[src/rtl/uart_rx_ctrl_if.sv]
// Bundle between the UART receive controller and its sampler, counter,
// deserializer and checker sub-blocks.
interface uart_rx_ctrl_if #(
  parameter int EDGE_W = 6
);
  logic              RX_IN;
  logic [EDGE_W-1:0] PRESCALE;
  logic [3:0]        DATA_LEN;
  logic              PAR_EN;
  logic              STOP2;
  logic [EDGE_W-1:0] EDGE_CNT;
  logic [3:0]        BIT_CNT;
  logic              STRT_GLITCH;
  logic              PAR_ERR;
  logic              STP_ERR;
  logic              DAT_SAMP_EN;
  logic              ENABLE;
  logic              DESER_EN;
  logic              STRT_CHK_EN;
  logic              PAR_CHK_EN;
  logic              STP_CHK_EN;
  logic              DATA_VALID;
  logic              PAR_ERR_O;
  logic              FRAME_ERR;
  logic              BREAK_DET;

  modport master (
    input  RX_IN, PRESCALE, DATA_LEN, PAR_EN, STOP2, EDGE_CNT, BIT_CNT,
           STRT_GLITCH, PAR_ERR, STP_ERR,
    output DAT_SAMP_EN, ENABLE, DESER_EN, STRT_CHK_EN, PAR_CHK_EN, STP_CHK_EN,
           DATA_VALID, PAR_ERR_O, FRAME_ERR, BREAK_DET
  );

  modport slave (
    output RX_IN, PRESCALE, DATA_LEN, PAR_EN, STOP2, EDGE_CNT, BIT_CNT,
           STRT_GLITCH, PAR_ERR, STP_ERR,
    input  DAT_SAMP_EN, ENABLE, DESER_EN, STRT_CHK_EN, PAR_CHK_EN, STP_CHK_EN,
           DATA_VALID, PAR_ERR_O, FRAME_ERR, BREAK_DET
  );
endinterface

[src/rtl/uart_rx_ctrl.sv]
// UART receive frame controller: sequences start/data/parity/stop phases,
// drives sub-block enables and reports valid frames, errors and line breaks.
module uart_rx_ctrl #(
  parameter int DATA_W = 9,
  parameter int EDGE_W = 6
) (
  input logic            CLK,
  input logic            RST,
  uart_rx_ctrl_if.master bus
);
  typedef enum logic [3:0] {
    IDLE   = 4'd0,
    START  = 4'd1,
    DATA   = 4'd2,
    PAR    = 4'd3,
    STOP_A = 4'd4,
    STOP_B = 4'd5,
    VALID  = 4'd6,
    BREAK  = 4'd7
  } state_t;

  localparam logic [3:0] MAX_LEN = 4'(DATA_W);
  localparam logic [3:0] MIN_LEN = 4'd5;

  state_t     state_reg;
  logic       line_low_reg;
  logic [3:0] len_reg;
  logic       par_en_reg;
  logic       stop2_reg;
  logic       par_err_o_reg;
  logic       frame_err_reg;

  logic       bit_end;
  logic       stop_end;
  logic [3:0] len_clamped;

  assign bit_end  = (bus.EDGE_CNT == bus.PRESCALE - EDGE_W'(1));
  assign stop_end = (bus.EDGE_CNT == bus.PRESCALE - EDGE_W'(2));

  always_comb begin
    len_clamped = bus.DATA_LEN;
    if (bus.DATA_LEN < MIN_LEN)
      len_clamped = MIN_LEN;
    else if (bus.DATA_LEN > MAX_LEN)
      len_clamped = MAX_LEN;
  end

  always_ff @(posedge CLK or posedge RST) begin
    if (RST) begin
      state_reg     <= IDLE;
      line_low_reg  <= 1'b0;
      len_reg       <= 4'd0;
      par_en_reg    <= 1'b0;
      stop2_reg     <= 1'b0;
      par_err_o_reg <= 1'b0;
      frame_err_reg <= 1'b0;
    end else begin
      par_err_o_reg <= 1'b0;
      frame_err_reg <= 1'b0;
      case (state_reg)
        IDLE: begin
          if (!bus.RX_IN) begin
            state_reg    <= START;
            line_low_reg <= 1'b1;
            len_reg      <= len_clamped;
            par_en_reg   <= bus.PAR_EN;
            stop2_reg    <= bus.STOP2;
          end
        end
        START: begin
          if (bit_end)
            state_reg <= bus.STRT_GLITCH ? IDLE : DATA;
        end
        DATA: begin
          if (bus.RX_IN)
            line_low_reg <= 1'b0;
          if (bit_end && bus.BIT_CNT == len_reg)
            state_reg <= par_en_reg ? PAR : STOP_A;
        end
        PAR: begin
          if (bus.RX_IN)
            line_low_reg <= 1'b0;
          if (bit_end) begin
            if (bus.PAR_ERR) begin
              state_reg     <= IDLE;
              par_err_o_reg <= 1'b1;
            end else begin
              state_reg <= STOP_A;
            end
          end
        end
        // With two stop bits the first one runs its full length; the last
        // stop bit finishes early so a back-to-back start edge is not missed.
        STOP_A: begin
          if (bus.RX_IN)
            line_low_reg <= 1'b0;
          if (stop2_reg ? bit_end : stop_end) begin
            if (bus.STP_ERR) begin
              if (line_low_reg) begin
                state_reg <= BREAK;
              end else begin
                state_reg     <= IDLE;
                frame_err_reg <= 1'b1;
              end
            end else begin
              state_reg <= stop2_reg ? STOP_B : VALID;
            end
          end
        end
        STOP_B: begin
          if (bus.RX_IN)
            line_low_reg <= 1'b0;
          if (stop_end) begin
            if (bus.STP_ERR) begin
              if (line_low_reg) begin
                state_reg <= BREAK;
              end else begin
                state_reg     <= IDLE;
                frame_err_reg <= 1'b1;
              end
            end else begin
              state_reg <= VALID;
            end
          end
        end
        VALID: begin
          if (!bus.RX_IN) begin
            state_reg    <= START;
            line_low_reg <= 1'b1;
            len_reg      <= len_clamped;
            par_en_reg   <= bus.PAR_EN;
            stop2_reg    <= bus.STOP2;
          end else begin
            state_reg <= IDLE;
          end
        end
        BREAK: begin
          if (bus.RX_IN)
            state_reg <= IDLE;
        end
        default: begin
          state_reg <= IDLE;
        end
      endcase
    end
  end

  always_comb begin
    bus.DAT_SAMP_EN = 1'b0;
    bus.ENABLE      = 1'b0;
    bus.DESER_EN    = 1'b0;
    bus.STRT_CHK_EN = 1'b0;
    bus.PAR_CHK_EN  = 1'b0;
    bus.STP_CHK_EN  = 1'b0;
    bus.DATA_VALID  = 1'b0;
    bus.BREAK_DET   = 1'b0;
    case (state_reg)
      START: begin
        bus.DAT_SAMP_EN = 1'b1;
        bus.ENABLE      = 1'b1;
        bus.STRT_CHK_EN = 1'b1;
      end
      DATA: begin
        bus.DAT_SAMP_EN = 1'b1;
        bus.ENABLE      = 1'b1;
        bus.DESER_EN    = 1'b1;
      end
      PAR: begin
        bus.DAT_SAMP_EN = 1'b1;
        bus.ENABLE      = 1'b1;
        bus.PAR_CHK_EN  = 1'b1;
      end
      STOP_A, STOP_B: begin
        bus.DAT_SAMP_EN = 1'b1;
        bus.ENABLE      = 1'b1;
        bus.STP_CHK_EN  = 1'b1;
      end
      VALID:   bus.DATA_VALID = 1'b1;
      BREAK:   bus.BREAK_DET  = 1'b1;
      default: ;
    endcase
  end

  assign bus.PAR_ERR_O = par_err_o_reg;
  assign bus.FRAME_ERR = frame_err_reg;
endmodule

[src/flat_wrapper.sv]
// flat-port wrapper written by rule: the top's interface ports become plain ports
module uart_rx_ctrl_flat 
#(
  parameter int DATA_W = 9,
  parameter int EDGE_W = 6
)
  (CLK, RST, bus_RX_IN, bus_PRESCALE, bus_DATA_LEN, bus_PAR_EN, bus_STOP2, bus_EDGE_CNT, bus_BIT_CNT, bus_STRT_GLITCH, bus_PAR_ERR, bus_STP_ERR, bus_DAT_SAMP_EN, bus_ENABLE, bus_DESER_EN, bus_STRT_CHK_EN, bus_PAR_CHK_EN, bus_STP_CHK_EN, bus_DATA_VALID, bus_PAR_ERR_O, bus_FRAME_ERR, bus_BREAK_DET);
  uart_rx_ctrl_if #(.EDGE_W(EDGE_W)) bus_i ();
  input logic CLK;
  input logic RST;
  input wire logic [$bits(bus_i.RX_IN)-1:0] bus_RX_IN;
  input wire logic [$bits(bus_i.PRESCALE)-1:0] bus_PRESCALE;
  input wire logic [$bits(bus_i.DATA_LEN)-1:0] bus_DATA_LEN;
  input wire logic [$bits(bus_i.PAR_EN)-1:0] bus_PAR_EN;
  input wire logic [$bits(bus_i.STOP2)-1:0] bus_STOP2;
  input wire logic [$bits(bus_i.EDGE_CNT)-1:0] bus_EDGE_CNT;
  input wire logic [$bits(bus_i.BIT_CNT)-1:0] bus_BIT_CNT;
  input wire logic [$bits(bus_i.STRT_GLITCH)-1:0] bus_STRT_GLITCH;
  input wire logic [$bits(bus_i.PAR_ERR)-1:0] bus_PAR_ERR;
  input wire logic [$bits(bus_i.STP_ERR)-1:0] bus_STP_ERR;
  output wire logic [$bits(bus_i.DAT_SAMP_EN)-1:0] bus_DAT_SAMP_EN;
  output wire logic [$bits(bus_i.ENABLE)-1:0] bus_ENABLE;
  output wire logic [$bits(bus_i.DESER_EN)-1:0] bus_DESER_EN;
  output wire logic [$bits(bus_i.STRT_CHK_EN)-1:0] bus_STRT_CHK_EN;
  output wire logic [$bits(bus_i.PAR_CHK_EN)-1:0] bus_PAR_CHK_EN;
  output wire logic [$bits(bus_i.STP_CHK_EN)-1:0] bus_STP_CHK_EN;
  output wire logic [$bits(bus_i.DATA_VALID)-1:0] bus_DATA_VALID;
  output wire logic [$bits(bus_i.PAR_ERR_O)-1:0] bus_PAR_ERR_O;
  output wire logic [$bits(bus_i.FRAME_ERR)-1:0] bus_FRAME_ERR;
  output wire logic [$bits(bus_i.BREAK_DET)-1:0] bus_BREAK_DET;
  assign bus_i.RX_IN = bus_RX_IN;
  assign bus_i.PRESCALE = bus_PRESCALE;
  assign bus_i.DATA_LEN = bus_DATA_LEN;
  assign bus_i.PAR_EN = bus_PAR_EN;
  assign bus_i.STOP2 = bus_STOP2;
  assign bus_i.EDGE_CNT = bus_EDGE_CNT;
  assign bus_i.BIT_CNT = bus_BIT_CNT;
  assign bus_i.STRT_GLITCH = bus_STRT_GLITCH;
  assign bus_i.PAR_ERR = bus_PAR_ERR;
  assign bus_i.STP_ERR = bus_STP_ERR;
  assign bus_DAT_SAMP_EN = bus_i.DAT_SAMP_EN;
  assign bus_ENABLE = bus_i.ENABLE;
  assign bus_DESER_EN = bus_i.DESER_EN;
  assign bus_STRT_CHK_EN = bus_i.STRT_CHK_EN;
  assign bus_PAR_CHK_EN = bus_i.PAR_CHK_EN;
  assign bus_STP_CHK_EN = bus_i.STP_CHK_EN;
  assign bus_DATA_VALID = bus_i.DATA_VALID;
  assign bus_PAR_ERR_O = bus_i.PAR_ERR_O;
  assign bus_FRAME_ERR = bus_i.FRAME_ERR;
  assign bus_BREAK_DET = bus_i.BREAK_DET;
  uart_rx_ctrl #(.DATA_W(DATA_W), .EDGE_W(EDGE_W)) u_core (.CLK(CLK), .RST(RST), .bus(bus_i));
endmodule
[config.mk]
export PLATFORM = sky130hd
export DESIGN_NAME = uart_rx_ctrl_flat
export DESIGN_NICKNAME = d
export VERILOG_FILES = /design/src/rtl/uart_rx_ctrl_if.sv /design/src/rtl/uart_rx_ctrl.sv /design/src/flat_wrapper.sv
export SDC_FILE = /design/constraint.sdc
export NUM_CORES = 1
export LEC_CHECK = 0
export CORE_AREA = 2 2 40 79
export DETAILED_ROUTE_END_ITERATION = 8
export DIE_AREA = 0 0 42 81
export GPL_ROUTABILITY_DRIVEN = 0
export HOLD_SLACK_MARGIN = 0.03
export PLACE_DENSITY = 0.72
export SETUP_SLACK_MARGIN = 0.5
export SYNTH_ARGS = -nofsm -noshare
export SYNTH_HDL_FRONTEND = slang
export SYNTH_SLANG_ARGS = --single-unit
[constraint.sdc]
create_clock -name CLK -period 1.7 [get_ports CLK]
set_input_delay 0.255 -clock CLK [delete_from_list [all_inputs] [get_ports CLK]]
set_output_delay 0.255 -clock CLK [all_outputs]
set_load 0.01 [all_outputs]
==> impl_metrics.csv <==
group,metric,value,unit
cts,clkTransAtPathRegs,0.06,ns
power_and_ir_drop,vdd_drop_max,1.02,mV
sta,clock_skew,0.00581,ns
grt,antenna_found_initial,0,
grt,grt_max_degree,13,
finish,area_growth,110,%
power_and_ir_drop,p_int,1.98,mW
cts,cts_root_buffer,"clkbuf_8",
cts,cts_tree,"yes",
sta,setup_viol,8,
drt,first_pass_iters,4,
finish,instances_no_fill,239,
finish,final_util,79.1,%
finish,largest_register_ffs,4,
power_and_ir_drop,p_clk_share,9.6,%
yosys,synth_area,1070,sq um
worst_setup_path,critPathSlowestCell,"nor3_1",
power_and_ir_drop,p_seq_share,17.4,%
worst_setup_path,required,1.83,ns
worst_setup_path,worstSetupPathType,"in2reg",
yosys,ys.flop_type,"dfrtp_1",
worst_setup_path,end_kind,"flop",
sta,rsz0062_at_grt,"true",
worst_setup_path,path_max_fanout,8,
drt,vias_per_cell,5.50,
yosys,seq_area_frac_synth,28.1,%
yosys,synth_most_common_cell,"nand2_1",
outcome,status,"finished, violations left",
grt,grt_pass1_wl,5690,microns
yosys,yosys-top-cells-count,"nand2_1, dfrtp_1, xor2_1",
yosys,synthArstFlopShare,100,%
min_path,hold_path.class,"in2async",
sta,clock.fmax,0.534,GHz
yosys,synth_cell_types,39,
cts,htreeDepth,1,
yosys,synth_top_area_share,28.1,%
worst_setup_path,startpoint_type,"primary input",
run,maxCapViolations,0,
placement,place_area,1670,sq um
power_and_ir_drop,p_leak,1.05,nW
power_and_ir_drop,netSwitchingPower,1.32,mW
power_and_ir_drop,combPwrFrac,73.0,%
drt,drtIter0Drc,35,
placement,dpl.hpwl,2060,microns
sta,period_minus_slack,1.87,ns
floorplanning,core,2840,sq um
drt,wirelength,4570,microns
worst_setup_path,path_delay_family,"simple AND/OR/NAND/NOR gates",
floorplanning,rows,28,
finish,stdcell_area,2240,sq um
worst_setup_path,reg2reg_depth,9,
grt,grt_pass1_vias,1254,
yosys,yosysTopAreaCell,"dfrtp_1",
worst_setup_path,slowest_delay,0.47,ns
floorplanning,die-area,3400,sq um
placement,io_buffers,37,
finish,fillers,177,
floorplanning,io_pins,38,
power_and_ir_drop,total_power,3.30,mW
finish,antennaDiodeCount,0,
floorplanning,die_x,42,microns
outcome,violations,"negative setup slack",
worst_setup_path,r2r_setup_slack,-0.11,ns
drt,drtAntennaViolNets,0,
sta,fin_crit_sh,110,%
yosys,ys_warn_count,0,
grt,globalRouteOverflowTotal,0,
power_and_ir_drop,p_per_area,1470,nW/um^2
worst_setup_path,cp.arrival,2.00,ns
yosys,synth_edf_count,0,
worst_setup_path,worstReg2RegStart,"u_core.state_reg[1]",
drt,vias,1315,
cts,clock-sinks,12,
power_and_ir_drop,switching_share,40.0,%
worst_setup_path,r2r-end,"u_core.state_reg[0]",
sta,drv_slew,0,
sta,fin_ws,-0.171,ns
yosys,synthTopCellsByArea,"dfrtp_1, xor2_1, nand2_1",
sta,hold_ws,0.345,ns
sta,finalHoldViolations,0,
grt,grt_usage,22.4,%
finish,final_nets,241,
floorplanning,die_h,81,microns
sta,worst_pin_slew,0.511,ns
cts,cts_max_path_buffers,2,
drt,routedWlPerCell,19.1,microns
cts,numCtsBuffers,3,
worst_setup_path,path_cells,"clkdlybuf4s15_2 -> nor3_1 -> xor2_2 -> a21oi_2 -> a31oi_4 -> nand3_2 -> mux2_4",
yosys,syn_area_per_cell,8.34,sq um
cts,holdBufCountCts,0,
sta,max-slew-margin-rel,65.9,%
worst_setup_path,path_buf_inv,1,
drt,drc_errors,0,
worst_setup_path,path_depth,7,
yosys,synth_cells,128,
cts,clk_latency,0.24,ns
placement,placed_cells,209,
floorplanning,initial_core_util,37.6,%
yosys,synthesis.nets,159,
finish,drive_gt1_share,57.9,%
yosys,ys_ff_latch,12,
==> cell families (layout without fill, tap and decap cells) <==
logic type | count (synthesis) | in the layout | share of synthesized area (%)
AO/OA/AOI/OAI | 23 | 23 | 14.2
XOR/XNOR | 15 | 15 | 12.3
adder cells (fa/ha/maj) | 3 | 3 | 3.52
buffers and inverters | 13 | 94 | 5.04
flip-flops | 12 | 12 | 28.1
multiplexers | 8 | 8 | 8.21
AND/OR/NAND/NOR | 54 | 54 | 28.6
==> worst max path at each step <==
stage / startpoint / slack, ns / to
6_report: bus_PRESCALE[3] / -0.17 / u_core.state_reg[1]
3_5_place_dp: bus_PRESCALE[1] / -0.87 / u_core.state_reg[0]
5_1_grt: bus_PRESCALE[3] / -0.24 / u_core.state_reg[0]
2_1_floorplan: bus_PRESCALE[1] / -0.09 / u_core.state_reg[0]
3_3_place_gp: bus_PRESCALE[1] / -0.84 / u_core.state_reg[1]
4_1_cts: u_core.len_reg[0] / -0.1 / u_core.state_reg[0]
==> per-layer routing <==
metal | up-vias | GRT usage (%) | part of all wire (%)
li1 | 612 | - | -
met1 | 637 | 25.7 | 39
met5 | - | 0 | 0
met3 | 12 | 6.00 | 4.2
met4 | 0 | 12.3 | 2.8
met2 | 54 | 37.2 | 54
==> power groups by stage <==
stage	clock network (mW)	registers, mW	logic [mW]
after detailed placement	0	0.567	1.34
after global routing	0.336	0.582	2.54
final	0.317	0.575	2.41
after global placement	0	0.566	1.32
after floorplan	0	0.502	0.973
after CTS	0.314	0.545	1.84
==> repair_timing <==
item / in CTS / in global routing
buffers inserted: 15 / 11
cloned: 0 / 0
resized for setup: 108 / 37
pin swaps: 23 / 16
endpoints found under the setup margin: 22 / 20
==> stage by stage <==
step                setup TNS [ns]  setup WS (ns)
floorplan                   -0.172        -0.0861
global placement             -4.27         -0.842
detailed placement           -4.40         -0.869
CTS                         -0.232        -0.0972
global route                 -1.01         -0.237
finish                      -0.626         -0.171
==> cell type report <==
cell class | instances | area [sq um] | share of cell area (%)
Timing Repair Buffer | 83 | 790 | 35.2
Inverter | 7 | 41.3 | 1.84
Sequential cell | 12 | 304 | 13.5
Multi-Input combinational cell | 103 | 1020 | 45.3
Tap cell | 30 | 37.5 | 1.67
Clock buffer | 4 | 55.1 | 2.45
==> cells in the final DEF, fill, tap and decap left out, drive strengths merged, types with 3 or more instances in the layout <==
cell / count
nor3: 3
o21ai: 6
xnor2: 5
a21oi: 8
nor2: 5
clkdlybuf4s50: 11
inv: 7
nand2b: 3
and3: 4
nand2: 17
nor2b: 6
nor4: 3
dlygate4sd2: 9
clkbuf: 4
ha: 3
nand3b: 4
xor2: 10
dlymetal6s2s: 5
mux2: 6
buf: 57
dfrtp: 12
(Power assumes the default switching activity.)
